<file path="config.mk">
export PLATFORM = sky130hd
export DESIGN_NAME = sdram_arbiter
export DESIGN_NICKNAME = d
export VERILOG_FILES = /design/src/rtl/sdram_pkg.sv /design/src/rtl/sdram_arbiter_rr_pick.sv /design/src/rtl/sdram_arbiter.sv
export SDC_FILE = /design/constraint.sdc
export NUM_CORES = 1
export LEC_CHECK = 0
export ABC_AREA = 1
export CAP_MARGIN = 10
export CORE_ASPECT_RATIO = 0.6
export CORE_MARGIN = 2
export CORE_UTILIZATION = 29
export CTS_BUF_LIST = sky130_fd_sc_hd__clkbuf_4 sky130_fd_sc_hd__clkbuf_8
export CTS_CLUSTER_DIAMETER = 150
export DETAILED_ROUTE_END_ITERATION = 8
export SETUP_SLACK_MARGIN = 0.2
export SYNTH_ARGS = -nofsm -noshare
export SYNTH_HDL_FRONTEND = slang
export SYNTH_HIERARCHICAL = 1
export SYNTH_SLANG_ARGS = --single-unit
</file>
<file path="constraint.sdc">
create_clock -name i_clk -period 5.7 [get_ports i_clk]
set_input_delay 1.14 -clock i_clk [delete_from_list [all_inputs] [get_ports i_clk]]
set_output_delay 1.14 -clock i_clk [all_outputs]
set_load 0.02 [all_outputs]
</file>
<file path="src/rtl/sdram_pkg.sv">
// Shared types and widths for the SDRAM request arbiter and its 16-bit bus-core interface.
package sdram_pkg;

   localparam int SDRAM_ADDR_W = 23;
   localparam int SDRAM_DATA_W = 16;
   localparam int PORT_IDX_W   = 2;   // enough for up to 4 requesters

   typedef enum logic [1:0] {
      S_IDLE    = 2'd0,
      S_ISSUE   = 2'd1,
      S_GAP     = 2'd2,
      S_REFRESH = 2'd3
   } state_t;

   function automatic logic [PORT_IDX_W-1:0] onehot_to_idx(input logic [3:0] oh);
      logic [PORT_IDX_W-1:0] idx;
      idx = '0;
      for (int i = 0; i < 4; i++) begin
         if (oh[i]) idx = PORT_IDX_W'(i);
      end
      return idx;
   endfunction

endpackage

</file>
<file path="src/rtl/sdram_arbiter_rr_pick.sv">
// Combinational round-robin picker: the search starts at the port after the last grant.
module rr_pick
   import sdram_pkg::*;
#(
   parameter int NUM_PORTS = 3
) (
   input  logic [NUM_PORTS-1:0]  req,
   input  logic [PORT_IDX_W-1:0] last,
   output logic [NUM_PORTS-1:0]  grant
);

   always_comb begin
      logic                  found;
      logic [PORT_IDX_W-1:0] idx;
      grant = '0;
      found = 1'b0;
      idx   = '0;
      for (int i = 1; i <= NUM_PORTS; i++) begin
         idx = PORT_IDX_W'((int'(last) + i) % NUM_PORTS);
         if (!found && req[idx]) begin
            grant[idx] = 1'b1;
            found      = 1'b1;
         end
      end
   end

endmodule

</file>
<file path="src/rtl/sdram_arbiter.sv">
// Arbitrates NUM_PORTS requesters onto one 16-bit SDRAM bus core, with a GAP cycle between
// transfers, on-demand refresh (realign) and a watchdog on sdram_finished.
module sdram_arbiter
   import sdram_pkg::*;
#(
   parameter int NUM_PORTS = 3,
   parameter int TIMEOUT   = 1023
) (
   input  logic                                      i_clk,
   input  logic                                      i_rst,
   input  logic [NUM_PORTS-1:0]                      req_valid,
   input  logic [NUM_PORTS-1:0]                      req_write,
   input  logic [NUM_PORTS-1:0][SDRAM_ADDR_W-1:0]    req_addr,
   input  logic [NUM_PORTS-1:0][SDRAM_DATA_W-1:0]    req_wdata,
   output logic [NUM_PORTS-1:0]                      req_ack,
   output logic                                      req_err,
   output logic [SDRAM_DATA_W-1:0]                   req_rdata,
   input  logic                                      realign,
   output logic [SDRAM_ADDR_W-1:0]                   sdram_addr,
   output logic                                      sdram_read,
   output logic                                      sdram_write,
   output logic [SDRAM_DATA_W-1:0]                   sdram_writedata,
   output logic                                      sdram_refresh,
   input  logic [SDRAM_DATA_W-1:0]                   sdram_readdata,
   input  logic                                      sdram_finished,
   output state_t                                    fsm_state
);

   localparam int              WD_W   = $clog2(TIMEOUT + 1);
   localparam logic [WD_W-1:0] WD_MAX = WD_W'(TIMEOUT);

   state_t                  state, state_n;
   logic [PORT_IDX_W-1:0]   gnt, gnt_n;
   logic [NUM_PORTS-1:0]    pick;
   logic [WD_W-1:0]         wdog;
   logic                    done, timed_out;
   logic                    rd_n, wr_n, ref_n;
   logic [SDRAM_ADDR_W-1:0] addr_n;
   logic [SDRAM_DATA_W-1:0] wdata_n;

   rr_pick #(.NUM_PORTS(NUM_PORTS)) u_pick (
      .req   (req_valid),
      .last  (gnt),
      .grant (pick)
   );

   // Completion is seen in the same cycle as sdram_finished so the requester can
   // capture req_rdata straight off the bus core's read data.
   assign done      = (state == S_ISSUE) && (sdram_finished || (wdog == WD_MAX));
   assign timed_out = (state == S_ISSUE) && !sdram_finished && (wdog == WD_MAX);

   assign req_ack   = done ? (NUM_PORTS'(1) << gnt) : '0;
   assign req_err   = timed_out;
   assign req_rdata = done ? sdram_readdata : '0;
   assign fsm_state = state;

   always_comb begin
      state_n = state;
      gnt_n   = gnt;
      rd_n    = 1'b0;
      wr_n    = 1'b0;
      ref_n   = 1'b0;
      addr_n  = sdram_addr;
      wdata_n = sdram_writedata;
      case (state)
         S_IDLE: begin
            if (realign) begin
               state_n = S_REFRESH;
               ref_n   = 1'b1;
            end else if (|req_valid) begin
               gnt_n   = onehot_to_idx(4'(pick));
               addr_n  = req_addr[gnt_n];
               wdata_n = req_wdata[gnt_n];
               wr_n    = req_write[gnt_n];
               rd_n    = !req_write[gnt_n];
               state_n = S_ISSUE;
            end
         end
         S_ISSUE: begin
            if (done) begin
               state_n = S_GAP;
            end else begin
               rd_n = sdram_read;
               wr_n = sdram_write;
            end
         end
         S_GAP:     state_n = S_IDLE;
         S_REFRESH: state_n = S_IDLE;
         default:   state_n = S_IDLE;
      endcase
   end

   always_ff @(posedge i_clk or posedge i_rst) begin
      if (i_rst) begin
         state           <= S_IDLE;
         gnt             <= PORT_IDX_W'(NUM_PORTS - 1);
         wdog            <= '0;
         sdram_read      <= 1'b0;
         sdram_write     <= 1'b0;
         sdram_refresh   <= 1'b0;
         sdram_addr      <= '0;
         sdram_writedata <= '0;
      end else begin
         state           <= state_n;
         gnt             <= gnt_n;
         sdram_read      <= rd_n;
         sdram_write     <= wr_n;
         sdram_refresh   <= ref_n;
         sdram_addr      <= addr_n;
         sdram_writedata <= wdata_n;
         if ((state == S_ISSUE) && !done) wdog <= wdog + 1'b1;
         else                             wdog <= '0;
      end
   end

endmodule

</file>
=== Yosys cells after proc, flatten, opt, wreduce, memory -nomap -nowiden ===
Index checks and enable logic that the tools add are counted.

* Muxes and demuxes: 44
* $mul: 0
* Div/mod/pow operators: 3
* Bitwise operators: 3
* Reduce and logical (&&, ||, !) cells: 20
* Add/sub/neg operators: 4
* Shifts and indexed selects: 1
* $lt $le $gt $ge: 7
* Equal/unequal tests: 6

{| class="wikitable"
|+ Operator list
! operator !! number
|-
| 32-bit by 3-bit modulo with 32-bit output (second input constant) || 3
|-
| 23-bit binary-select mux with 2-bit select || 1
|-
| 16-bit binary-select mux with 2-bit select || 1
|-
| 16-bit two-way mux || 2
|-
| 23-bit two-way mux || 1
|-
| 1-bit two-way mux || 17
|-
| 2-bit two-way mux || 7
|-
| 2-bit by 3-bit less-than comparator with 1-bit output (second input constant) || 4
|-
| 3-bit two-way mux || 4
|-
| 10-bit by 1-bit adder with 10-bit output (second input constant) || 1
|-
| 10-bit == test (second input constant) || 1
|-
| 10-bit two-way mux || 1
|-
| 1-bit logical AND || 9
|-
| 1-bit binary-select mux with 2-bit select || 4
|-
| 2-bit by 2-bit adder with 3-bit output (second input constant) || 2
|-
| 1-bit demux with 2-bit select || 3
|-
| 2-bit by 1-bit greater-or-equal comparator with 1-bit output (second input constant) || 3
|-
| 3-bit OR || 2
|-
| 2-bit case mux with 3 select lines || 1
|-
| 1-bit zero test || 5
|-
| 2-bit == test (second input constant) || 2
|-
| 1-bit case mux with 2 select lines || 2
|-
| 2-bit by 1-bit adder with 3-bit output (second input constant) || 1
|-
| 3-bit inequality test (second input constant) || 1
|-
| 10 further kinds || 10
|}

* Register bits after elaboration: 56
* Input port bits: 143
* Bits in writable memories: 0
* Memories kept: 0
* Word-level logic and storage cells: 96
* Output and inout port bits: 64
* Latch bits: 0
* ROM bits: 0

=== Longest topological paths before layout ===
* Depth after elaboration: 22
* Mapped depth: 18
* Mapped depth without buffers: 16

=== Hierarchy ===
The synthesis kept the hierarchy.

{| class="wikitable"
|+ By module, submodules not included
! module !! area each (sq um) !! cells each !! times used
|-
| sdram_arbiter || 3365.7 || 449 || 1
|-
| rr_pick || 235.2 || 44 || 1
|}

=== Worst setup path before layout ===
OpenSTA, ideal clock, no wires.

* Path type: input to output
* Start: input port sdram_finished
* End: output port req_err
* Path buffers: 0
* Arrival: 1637 ps
* Path slack: 2923 ps
* Stages: 1
* Data required time: 4560 ps
* Cells stage by stage: nor3_1

* Cells in the longest elaborated chain, start to end: 3

{| class="wikitable"
|+ Ends and longest elaborated chain
! element !! RTL line !! RTL
|-
| start, declared || sdram_arbiter.sv:25 || <nowiki>input logic sdram_finished,</nowiki>
|-
| 1-bit zero test || sdram_arbiter.sv:50 || <nowiki>assign timed_out = (state == S_ISSUE) && !sdram_finished && (wdog == WD_MAX);</nowiki>
|-
| 1-bit logical AND (2 in a row) || sdram_arbiter.sv:50 ||
|-
| end, declared || sdram_arbiter.sv:16 || <nowiki>output logic req_err,</nowiki>
|}

No other way between the ends.

=== Final worst setup path ===
* Start: input port sdram_finished
* End: output port req_rdata[12]

* Cells in the longest elaborated chain, start to end: 3

{| class="wikitable"
|+ Ends and longest elaborated chain
! element !! RTL line !! RTL
|-
| 1-bit logical OR || sdram_arbiter.sv:49 || <nowiki>assign done = (state == S_ISSUE) && (sdram_finished || (wdog == WD_MAX));</nowiki>
|-
| 1-bit logical AND || sdram_arbiter.sv:49 ||
|-
| 16-bit two-way mux || sdram_arbiter.sv:54 || <nowiki>assign req_rdata = done ? sdram_readdata : '0;</nowiki>
|-
| end, declared || sdram_arbiter.sv:17 || <nowiki>output logic [SDRAM_DATA_W-1:0] req_rdata,</nowiki>
|}

No other way between the ends.

==> qor.csv <==
stage;metric;value;unit
clock_tree;total CTS buffers;5;
die;initial core utilization;29.7;%
placed_design;Port Buffer Count;206;
worst_setup_path;crit path DAT;2.95;ns
worst_setup_path;delay-heaviest family, CP;buffers and inverters;
global_route;overall routing resource usage;16.0;%
worst_setup_path;r2r endpoint;sdram_read;
timing;fmax;245;MHz
timing;final critical-path required period;4.09;ns
detailed_routing;Via density;4.29;
worst_hold_path;Hold WC Path Type;flop to flop;
timing;fin. max-slew vios;0;
clock_tree;Reg clk slew, reported paths;0.10;ns
power_and_ir_drop;net switching fraction of the power;48.0;%
worst_setup_path;reg2reg start;gnt[0];
die;core area;12100;um2
placed_design;cell total after placement;837;
timing;Worst slew margin;41.6;%
global_route;total grt overflow;0;
worst_setup_path;CP max-delay cell;clkdlybuf4s50_1;
finish;post-route insts no fill;845;
detailed_routing;1st-iter DRT viols;105;
logic_synthesis;syn avg cell area;7.33;um2
timing;Final period util;71.7;%
placed_design;post-placement worst setup slack;1.42;ns
die;row cnt;31;
finish;diode count;0;
timing;worst-case clock skew;0.00298;ns
worst_setup_path;worst path required time;4.56;ns
power_and_ir_drop;Cell Pwr Density;535;nW/um2
logic_synthesis;post-synthesis cell area;3580;um2
worst_setup_path;Worst Setup EP;req_rdata[12];
worst_setup_path;CP max FO;20;
global_route;largest net degree at the start of global routing;85;
logic_synthesis;post-synthesis net count;637;
timing;final worst slack;1.61;ns
detailed_routing;Vias;3628;
finish;layout cells sized above 1;7.21;%
logic_synthesis;Post-Synthesis Cells;489;
timing;unrepaired setup endpoints after global routing;false;
die;Chip Height;90.1;um
worst_setup_path;CP max stage delay;0.62;ns
run_status;status;completed;
clock_tree;Root Buffer Master;clkbuf_8;
clock_tree;Sinks on Clock Net;56;
global_route;global-route wire length before repair;17.2;mm
power_and_ir_drop;Leak;2.69;nW
worst_setup_path;Worst Setup Start Kind;primary input;
timing;Setup TNS;0;ns
power_and_ir_drop;Int Pwr;1.63;mW
logic_synthesis;Synth warnings;6;
timing;final number of hold-violating endpoints;0;
worst_setup_path;CP cell instances;clkdlybuf4s50_1 > inv_1 > nand2_2 > nand2_2 > nor2_2 > clkdlybuf4s50_1;
detailed_routing;Antenna Nets Post-Route;0;
timing;final setup violation count;0;
placed_design;Placer Congestion;0.771;
die;die footprint;13300;um2
timing;worst-margin pin slew;0.875;ns
power_and_ir_drop;Comb power frac;70.1;%
detailed_routing;final wirelength;10.4;mm
worst_setup_path;buffers and inverters on the worst path;3;
power_and_ir_drop;Flop pwr share;20.7;%
worst_setup_path;worst setup path class;primary input to primary output;
clock_tree;CTS tree;done;
finish;final net count;827;
power_and_ir_drop;Net Switching;1.51;mW
worst_setup_path;CP Launch Point;sdram_finished;
die;I/O pins;207;
detailed_routing;drt wl/cell;12.4;um
clock_tree;CTS Hold Bufs;0;
global_route;vias in the first global route;3590;
finish;Area Overhead vs Synth;63.8;%
clock_tree;Worst-Skew Late Latency;0.31;ns
clock_tree;# resized after CTS;0;
placed_design;hpwl dp;8.14;mm
power_and_ir_drop;VDD IR-drop max;0.237;mV
worst_setup_path;setup slack, reg-to-reg;2.18;ns
finish;filler cell count;1162;
worst_setup_path;element type at the critical path end;primary output;
die;die span in x;147;um
power_and_ir_drop;clock power share;9.2;%
detailed_routing;DR pass1 iterations;4;
clock_tree;Max clock buf depth;2;
worst_setup_path;Worst Reg2Reg Path Length in Cells;16;
detailed_routing;DRC errors left;0;
worst_setup_path;Worst path depth;6;
clock_tree;Post-CTS Setup Inserts;0;
clock_tree;H-tree lvl count;2;
run;max-cap viol count;0;
global_route;initial antenna violation count;0;
-- final cells by class --
type                    count  area (um2)  area share (%)
clock buffers               7        96.3            1.64
multi-input cells         359        1870            31.8
flip-flops and latches     56        1400            23.9
inverters                  48         180            3.07
well taps                 165         206            3.52
repair buffers            209        2080            35.5
clock inverters             1        30.0           0.512
-- worst min-delay path by stage --
| stage | startpoint | end | slack [ns] | cells past startpoint |
|---|---|---|---|---|
| 6_report | sdram_writedata[7] | sdram_writedata[7] | 0.50 | 2 |
| 5_1_grt | sdram_writedata[1] | sdram_writedata[1] | 0.52 | 2 |
| 4_1_cts | sdram_writedata[13] | sdram_writedata[13] | 0.50 | 2 |
| 3_5_place_dp | sdram_writedata[3] | sdram_writedata[3] | 0.47 | 2 |
| 3_3_place_gp | sdram_writedata[3] | sdram_writedata[3] | 0.47 | 2 |
| 2_1_floorplan | wdog[0] | wdog[0] | 0.49 | 1 |
-- cells in the final DEF, fill, tap and decap left out, drive strengths merged --
cell	n
a21oi	2
buf	3
bufinv	1
clkbuf	7
clkdlybuf4s50	206
dfrtp	55
dfstp	1
ha	5
inv	48
mux2i	39
nand2	206
nand3	13
nand3b	1
nand4	4
nor2	39
nor3	3
o21ai	44
xnor2	1
xor2	2
-- power by group through the flow --
stage	registers [mW]	logic, mW	clock network [mW]
floorplan	0.815	1.40	0
global placement	0.652	2.21	0
detailed placement	0.655	2.25	0
CTS	0.652	2.25	0.302
global route	0.670	2.46	0.320
finish	0.649	2.20	0.290
-- worst reg2reg max path, stage by stage (launching register included) --
cell	delay, ns
dfrtp_1	0.46
inv_1	0.09
ha_1	0.37
inv_2	0.10
nand2_1	0.05
nand2_1	0.09
nand2_1	0.08
nand2_2	0.07
nor2_2	0.04
nand2_1	0.06
nand3_2	0.67
inv_2	0.87
nand2_1	0.14
nand3_1	0.10
o21ai_0	0.10
nand2_1	0.08
nand2_1	0.05
-- stage by stage --
stage	power, mW	util, %	hold WS, ns	cell area [um2]
6_report	3.14	48.7	0.497	5870
3_3_place_gp	2.87	47.6	0.465	5740
5_1_grt	3.45	48.7	0.516	5870
3_5_place_dp	2.90	47.6	0.474	5740
2_1_floorplan	2.21	-	0.487	3580
4_1_cts	3.20	48.7	0.503	5870
-- flip-flops by register name, indices dropped and copies added, names as in the netlist --
| name | cells |
|---|---|
| sdram_refresh | 1 |
| wdog | 10 |
| sdram_writedata | 16 |
| sdram_read | 1 |
| sdram_write | 1 |
| gnt | 2 |
| sdram_addr | 23 |
| fsm_state | 2 |
-- metal layers --
layer | share of wire [%] | up-vias | track usage [%]
met2 | 46 | 128 | 27.1
met1 | 44 | 1602 | 19.6
met3 | 9.1 | 8 | 5.84
met5 | 0 | - | 0
li1 | - | 1890 | -
met4 | 0.72 | 0 | 3.29
Power figures use the tool's default switching activity.
